<file path="src/rtl/demux_sel_sequencer.sv">
// Break-before-make select/enable sequencer for the NOR-gate 1:4 demux.
// Define RR_SCAN_EN to pick channels from an internal round-robin pointer.
module demux_sel_sequencer #(
   parameter int unsigned SETUP_CYCLES = 1,
   parameter int unsigned HOLD_CYCLES  = 4,
   parameter int unsigned CNT_W        = 8
) (
   input  logic       clk,
   input  logic       rst_n,
   input  logic       req,
   input  logic [1:0] req_ch,
   input  logic       cancel,
   output logic       ready,
   output logic       sel_a,
   output logic       sel_b,
   output logic       en,
   output logic       done
);

   typedef enum logic [1:0] {
      IDLE,
      SETUP,
      ACTIVE,
      RELEASE
   } state_t;

   localparam logic [CNT_W-1:0] SETUP_LAST = CNT_W'(SETUP_CYCLES - 1);
   localparam logic [CNT_W-1:0] HOLD_LAST  = CNT_W'(HOLD_CYCLES - 1);

   state_t           state_q;
   logic [CNT_W-1:0] cnt_q;
   logic [CNT_W-1:0] cnt_d;
   logic [1:0]       ch;

   assign cnt_d = cnt_q + 1'b1;

`ifdef RR_SCAN_EN
   logic [1:0] ptr_q;
   logic [1:0] ptr_d;
   logic       unused_req_ch;

   assign ptr_d         = ptr_q + 2'd1;
   assign ch            = ptr_q;
   assign unused_req_ch = ^req_ch;
`else
   assign ch = req_ch;
`endif

   always_ff @(posedge clk) begin
      if (!rst_n) begin
         state_q <= IDLE;
         cnt_q   <= '0;
         ready   <= 1'b1;
         sel_a   <= 1'b0;
         sel_b   <= 1'b0;
         en      <= 1'b0;
         done    <= 1'b0;
`ifdef RR_SCAN_EN
         ptr_q   <= 2'd0;
`endif
      end else begin
         unique case (state_q)
            IDLE: begin
               if (req) begin
                  {sel_a, sel_b} <= ch;
                  ready          <= 1'b0;
                  cnt_q          <= '0;
                  state_q        <= SETUP;
               end
            end
            SETUP: begin
               if (cancel) begin
                  state_q <= RELEASE;
               end else if (cnt_q == SETUP_LAST) begin
                  en      <= 1'b1;
                  cnt_q   <= '0;
                  state_q <= ACTIVE;
               end else begin
                  cnt_q <= cnt_d;
               end
            end
            ACTIVE: begin
               if (cancel) begin
                  en      <= 1'b0;
                  state_q <= RELEASE;
               end else if (cnt_q == HOLD_LAST) begin
                  en      <= 1'b0;
                  done    <= 1'b1;
                  state_q <= RELEASE;
               end else begin
                  cnt_q <= cnt_d;
               end
            end
            RELEASE: begin
`ifdef RR_SCAN_EN
               // only a completed transfer moves the scan on
               if (done) ptr_q <= ptr_d;
`endif
               done    <= 1'b0;
               ready   <= 1'b1;
               state_q <= IDLE;
            end
            default: state_q <= IDLE;
         endcase
      end
   end

endmodule

</file>
<file path="config.mk">
export PLATFORM = sky130hd
export DESIGN_NAME = demux_sel_sequencer
export DESIGN_NICKNAME = d
export VERILOG_FILES = /design/src/rtl/demux_sel_sequencer.sv
export SDC_FILE = /design/constraint.sdc
export NUM_CORES = 1
export LEC_CHECK = 0
export ABC_AREA = 1
export CAP_MARGIN = 20
export CORE_UTILIZATION = 55
export DETAILED_ROUTE_END_ITERATION = 8
export PLACE_DENSITY = 0.78
export SYNTH_ARGS = -nofsm -noshare
export SYNTH_HDL_FRONTEND = slang
export SYNTH_SLANG_ARGS = --single-unit
</file>
<file path="constraint.sdc">
create_clock -name clk -period 2.1 [get_ports clk]
set_input_delay 0.42 -clock clk [delete_from_list [all_inputs] [get_ports clk]]
set_output_delay 0.42 -clock clk [all_outputs]
set_load 0.01 [all_outputs]
</file>
==> qor.csv <==
stage,metric,value,unit
clocking,cts_resized,0,
global_route,antenna_found_initial,0,
clocking,worst_setup_hold_path_clk_slew,90,ps
power,finalPower,1.34,mW
yosys,yosys-top-cells-count,"36 x nand2_1, 23 x nor2_1, 21 x inv_1",
setup_path,slowest_delay,400,ps
yosys,syn_area_per_cell,6.78,µm²
global_route,gr-usage-all-layers,25.0,%
yosys,synth_area_leader_cell,dfxtp_1,
setup_path,worstPathArrival,2010,ps
yosys,netlist_area,1060,µm²
timing,tightest_slew,402,ps
setup_path,path_buf_inv,1,
route,vias_per_cell,5.10,
setup_path,required,2320,ps
timing,setup_slack,309,ps
cells_and_area,finalNonFillerCells,194,
cells_and_area,postLayoutCoreUtil,68.1,%
floorplan,start_util,59.9,%
timing,max_freq,558,MHz
route,wire_per_inst,11.3,µm
timing,fin_worst_skew,3.56,ps
setup_path,crit_type,register to register,
clocking,cts_setup_buffers,0,
cells_and_area,fillers,170,
global_route,grt_pass1_vias,858,
route,drt-initial-drc-count,20,
timing,fin_tns_setup,0,ps
clocking,root_buffer,clkbuf_4,
cells_and_area,drive_gt1_share,10.7,%
route,antenna_left,0,
yosys,ys.warnings.count,0,
setup_path,critPathCaptureType,register,
clocking,ctsHoldBuffers,0,
timing,slew_headroom,73.2,%
placed_design,dp_cells,190,
yosys,yosys-top-cells-area,"dfxtp_1 28%, nand2_1 13%, ha_1 9.5%",
yosys,synth.distinct_cells,23,
placed_design,placed_area,1170,µm²
floorplan,dieArea,2100,µm²
clocking,cts_buffers,3,
floorplan,std_cell_rows,15,
timing,layout_min_cycle_time,1790,ps
global_route,grt_pass1_wl,3.61,mm
yosys,synth_ff_type,dfxtp_1,
global_route,grt_overflow,0,
route,dr.pass1.iters,4,
route,dr_total_vias,989,
setup_path,ff2ff_setup_slack,310,ps
cells_and_area,syn_to_final_growth,13.6,%
global_route,grt_max_degree,10,
timing,fin_crit_sh,85.3,%
clocking,cts_buffer_depth,2,
outcome,outcome,completed,
clocking,htreeDepth,1,
floorplan,die_x,45.8,µm
yosys,synthCells,156,
cells_and_area,layout.nets,184,
setup_path,start_kind,register,
yosys,yosysMostFrequentCell,nand2_1,
setup_path,crit_slowest_cell,dfxtp_1,
timing,slew_violations,0,
yosys,syn_nets,170,
yosys,synth_top_area_share,28.4,%
job,maxCapViolCount,0,
clocking,clk_latency,290,ps
placed_design,port_buffers,10,
floorplan,ioPinCount,11,
cells_and_area,antenna_cells,0,
power,p_leak,0.531,nW
placed_design,gp_congestion,0.833,
clocking,cts.sinks,15,
placed_design,hpwl,1.73,mm
setup_path,cp_cell_sequence,"inv_1, ha_1, nand2_1, nand4_1, a21oi_4, nand3_1, a21oi_1",
timing,setup_viol,0,
timing,hold_viol,0,
yosys,yosysSeqAreaShare,28.4,%
power,p_per_area,1120,nW/µm²
yosys,async_reset_ff_share,0,%
clocking,tritoncts,built,
route,drt-total-wl,2.19,mm
hold_path,hp-class,register to register,
power,ir_drop,0.666,mV
timing,hold_ws,507,ps
setup_path,worstPathMaxFanout,9,
cells_and_area,design_area,1200,µm²
timing,rsz0062_at_grt,no,
placed_design,dp_slack,276,ps
setup_path,critPathTopFamily,compound AO/OA/AOI/OAI gates,
yosys,synth.ff_latch_count,15,
yosys,synth_edf_count,0,
floorplan,die_h,45.8,µm
route,drc_errors,0,
floorplan,coreArea,1760,µm²
## path summary, 6_finish.rpt
path                   start  endpoint  depth (start not counted)
hold / removal         sel_b     sel_b                          2
setup reg to reg  state_q[0]  cnt_q[4]                          7
hold reg to reg        sel_b     sel_b                          2
setup / recovery  state_q[0]  cnt_q[4]                          7
## sequential cells by signal (all words and copies together) (netlist names)
signal	flops
cnt_q	8
sel_a	1
done	1
sel_b	1
en	1
ready	1
state_q	2
## layout make-up
class                   count  area [µm²]  area share [%]
well taps                  25        31.3            2.60
flip-flops and latches     15         300            25.0
repair buffers             11         108            8.96
clock inverters             1        5.00           0.417
multi-input cells         117         652            54.3
clock buffers               3        22.5            1.88
inverters                  22        82.6            6.88
## worst register-to-register path: stages (launching register included)
cell     delay [ps]
dfxtp_1         400
inv_1           120
ha_1            360
nand2_1         110
nand4_1         170
a21oi_4         270
nand3_1         130
a21oi_1         160
## layer usage
metal	vias to the layer above	part of all wire (%)	GRT usage, %
met4	0	1.8	10.6
met5	-	0	0
met2	18	48	39.2
met3	5	4.2	7.14
li1	519	-	-
met1	447	46	31.6
## cell families after synthesis
kind of cell,after synthesis,share of synthesized area (%)
fa+ha+maj,8,9.47
flops,15,28.4
simple gates,88,40.1
buf+inv,24,9.94
compound gates,21,12.1
## where the power goes
| group | internal [mW] | total, mW | switching, mW |
|---|---|---|---|
| combinational | 0.294 | 0.775 | 0.480 |
| clock | 0.0710 | 0.165 | 0.0944 |
| sequential | 0.344 | 0.402 | 0.0573 |
## cells in the final DEF (no fill, tap or decap), types with 2 or more instances in the layout
master           count
nand2_4              3
nand4_1              2
a21oi_1             11
ha_1                 8
o21ai_0              4
dfxtp_1             15
nor2_4               2
nor2_1              23
nand2_2              4
nand3_1             13
clkbuf_4             3
clkdlybuf4s50_1     10
nor3_1               2
inv_1               21
nand2_1             36
o21bai_1             2
Power figures use the tool's default switching activity.
==> RTL change: new RTL, same settings <==
The option `RR_SCAN_EN` is turned on by a define.
--- a/src/rtl/demux_sel_sequencer.sv
+++ b/src/rtl/demux_sel_sequencer.sv
@@ -1,5 +1,7 @@
 // Break-before-make select/enable sequencer for the NOR-gate 1:4 demux.
 // Define RR_SCAN_EN to pick channels from an internal round-robin pointer.
+`define RR_SCAN_EN
+
 module demux_sel_sequencer #(
    parameter int unsigned SETUP_CYCLES = 1,
    parameter int unsigned HOLD_CYCLES  = 4,
Check against the original RTL: not equivalent (Yosys sat finds a counterexample within 4 cycles, from zero or initial values and one cycle with rst_n low).
==> RTL change against the unedited design <==
Power shrank 10%; first-iteration DRC count shrank 15%; sequential cell count grew 2; cell count grew 0.52%; synthesized area grew 2.2%; wire length shrank 7.4%; final area grew 1.8%; worst setup slack gained 0.037 ns; die area grew 2.1%; largest cell class unchanged.
==> RTL change: results (changes against the unedited design) <==
outcome=finished clean (unchanged); Area after DPL=0.00119 mm^2 (was 0.00117 mm^2); largest net degree at the start of global routing=11 (was 10); Slowest Stage Delay on Critical Path=0.37 ns (was 0.40 ns); Via Count=972 (was 989); clock latency on the worst-skew pair=0.29 ns (about the same); max FFs per register=8 (unchanged); Slew headroom=0.775 (was 0.732); initial antenna violation count=0 (unchanged); Seq/Total Area, Yosys=0.315 (was 0.284); Worst Hold Class=flop to flop (unchanged); final setup skew=0.00584 ns (was 0.00356 ns); Top reg by flops=cnt_q (unchanged); Post-CTS Setup Inserts=0 (unchanged); # resized after CTS=0 (unchanged); vias in the first global route=850 (was 858); VDD IR max=0.540 mV (was 0.666 mV); Pleak=0.000525 uW (was 0.000531 uW); clock-pin slew on the worst setup and hold paths=0.10 ns; Crit-path slowest cell=dfxtp_1 (unchanged); number of port buffers=8 (was 10); clock buffer count from CTS=3 (unchanged); Root Driver=clkbuf_4 (unchanged); Syn. warnings=0 (unchanged); FFs w/ async S/R, synth=0 (unchanged); H-tree Lvls=1 (unchanged); First-pass DRT Iterations=4 (unchanged); placer congestion estimate=0.884 (was 0.833); global-route usage over all layers=0.222 (was 0.250); detailed router's first-iteration violation count=17 (was 20); global-route wire length before repair=3420 um (was 3610 um); CTS max path bufs=2 (unchanged); layout cells sized above 1=0.124 (was 0.107); dominant cells by area after synthesis=dfxtp_1, nand2_1, ha_1 (unchanged); Avg WL per Cell=10.4 um (was 11.3 um); Synth cell types=23 (unchanged); # nets final=184 (unchanged); hpwl dp=1650 um (was 1730 um); diode count=0 (unchanged); CP arrival=1.95 ns (was 2.01 ns); Post-Syn Nets=171 (was 170); top fanout value on the critical path=10 (was 9); # fillers=173 (was 170); top cells by count, synth=nand2_1, nor2_1, inv_1 (unchanged)
RTL change: worst max-delay path, delay by kind of cell (launching register included):
family / cells / cell delay [ns]
AOI/OAI and AO/OA: 1 / 0.30
adders and majority gates: 1 / 0.33
buffers and inverters: 1 / 0.10
DFF: 1 / 0.37
and+or+nand+nor: 5 / 0.55
RTL change: path summary, 6_finish.rpt:
check             startpoint  endpoint  slack (ns)  cells after the start
setup / recovery  state_q[0]  cnt_q[1]        0.35                      8
hold / removal            en        en        0.47                      2
hold reg to reg           en        en        0.47                      2
setup reg to reg  state_q[0]  cnt_q[1]        0.35                      8
RTL change: report_power, final:
part	internal, uW	switching (uW)	total, uW
clock	70.7	103	174
combinational	228	381	609
sequential	376	44.2	420
total	675	529	1200
RTL change: stage by stage:
stage	setup WS (ns)	cells	utilization	hold slack, ns	power (uW)
5_1_grt	0.213	195	0.686	0.507	1320
6_report	0.347	195	0.686	0.472	1200
4_1_cts	0.351	195	0.686	0.472	1220
3_5_place_dp	0.156	191	0.670	0.458	1040
2_1_floorplan	0.582	158	-	0.444	881
3_3_place_gp	0.196	191	0.670	0.450	1030
RTL change: kinds of logic after synthesis:
logic type / share of synthesized area
AOI/OAI and AO/OA: 0.138
adders and majority gates: 0.0810
buffers and inverters: 0.0706
DFF: 0.315
and+or+nand+nor: 0.396
RTL change: layout make-up:
class | instances | share of cell area
clock inverter | 1 | 0.00409
sequential | 17 | 0.278
timing repair buffer | 9 | 0.0716
tap | 25 | 0.0256
clock buffer | 3 | 0.0184
inverter | 19 | 0.0583
multi-input combinational | 121 | 0.544
RTL change: per-layer routing:
layer / global-route usage / share of wire / vias up / wire, um
met5: 0 / 0 / - / 0
met4: 0.106 / 0.0064 / 0 / 13
met3: 0.0235 / 0.041 / 2 / 83
met2: 0.344 / 0.45 / 18 / 921
met1: 0.302 / 0.50 / 423 / 1010
li1: - / - / 529 / -
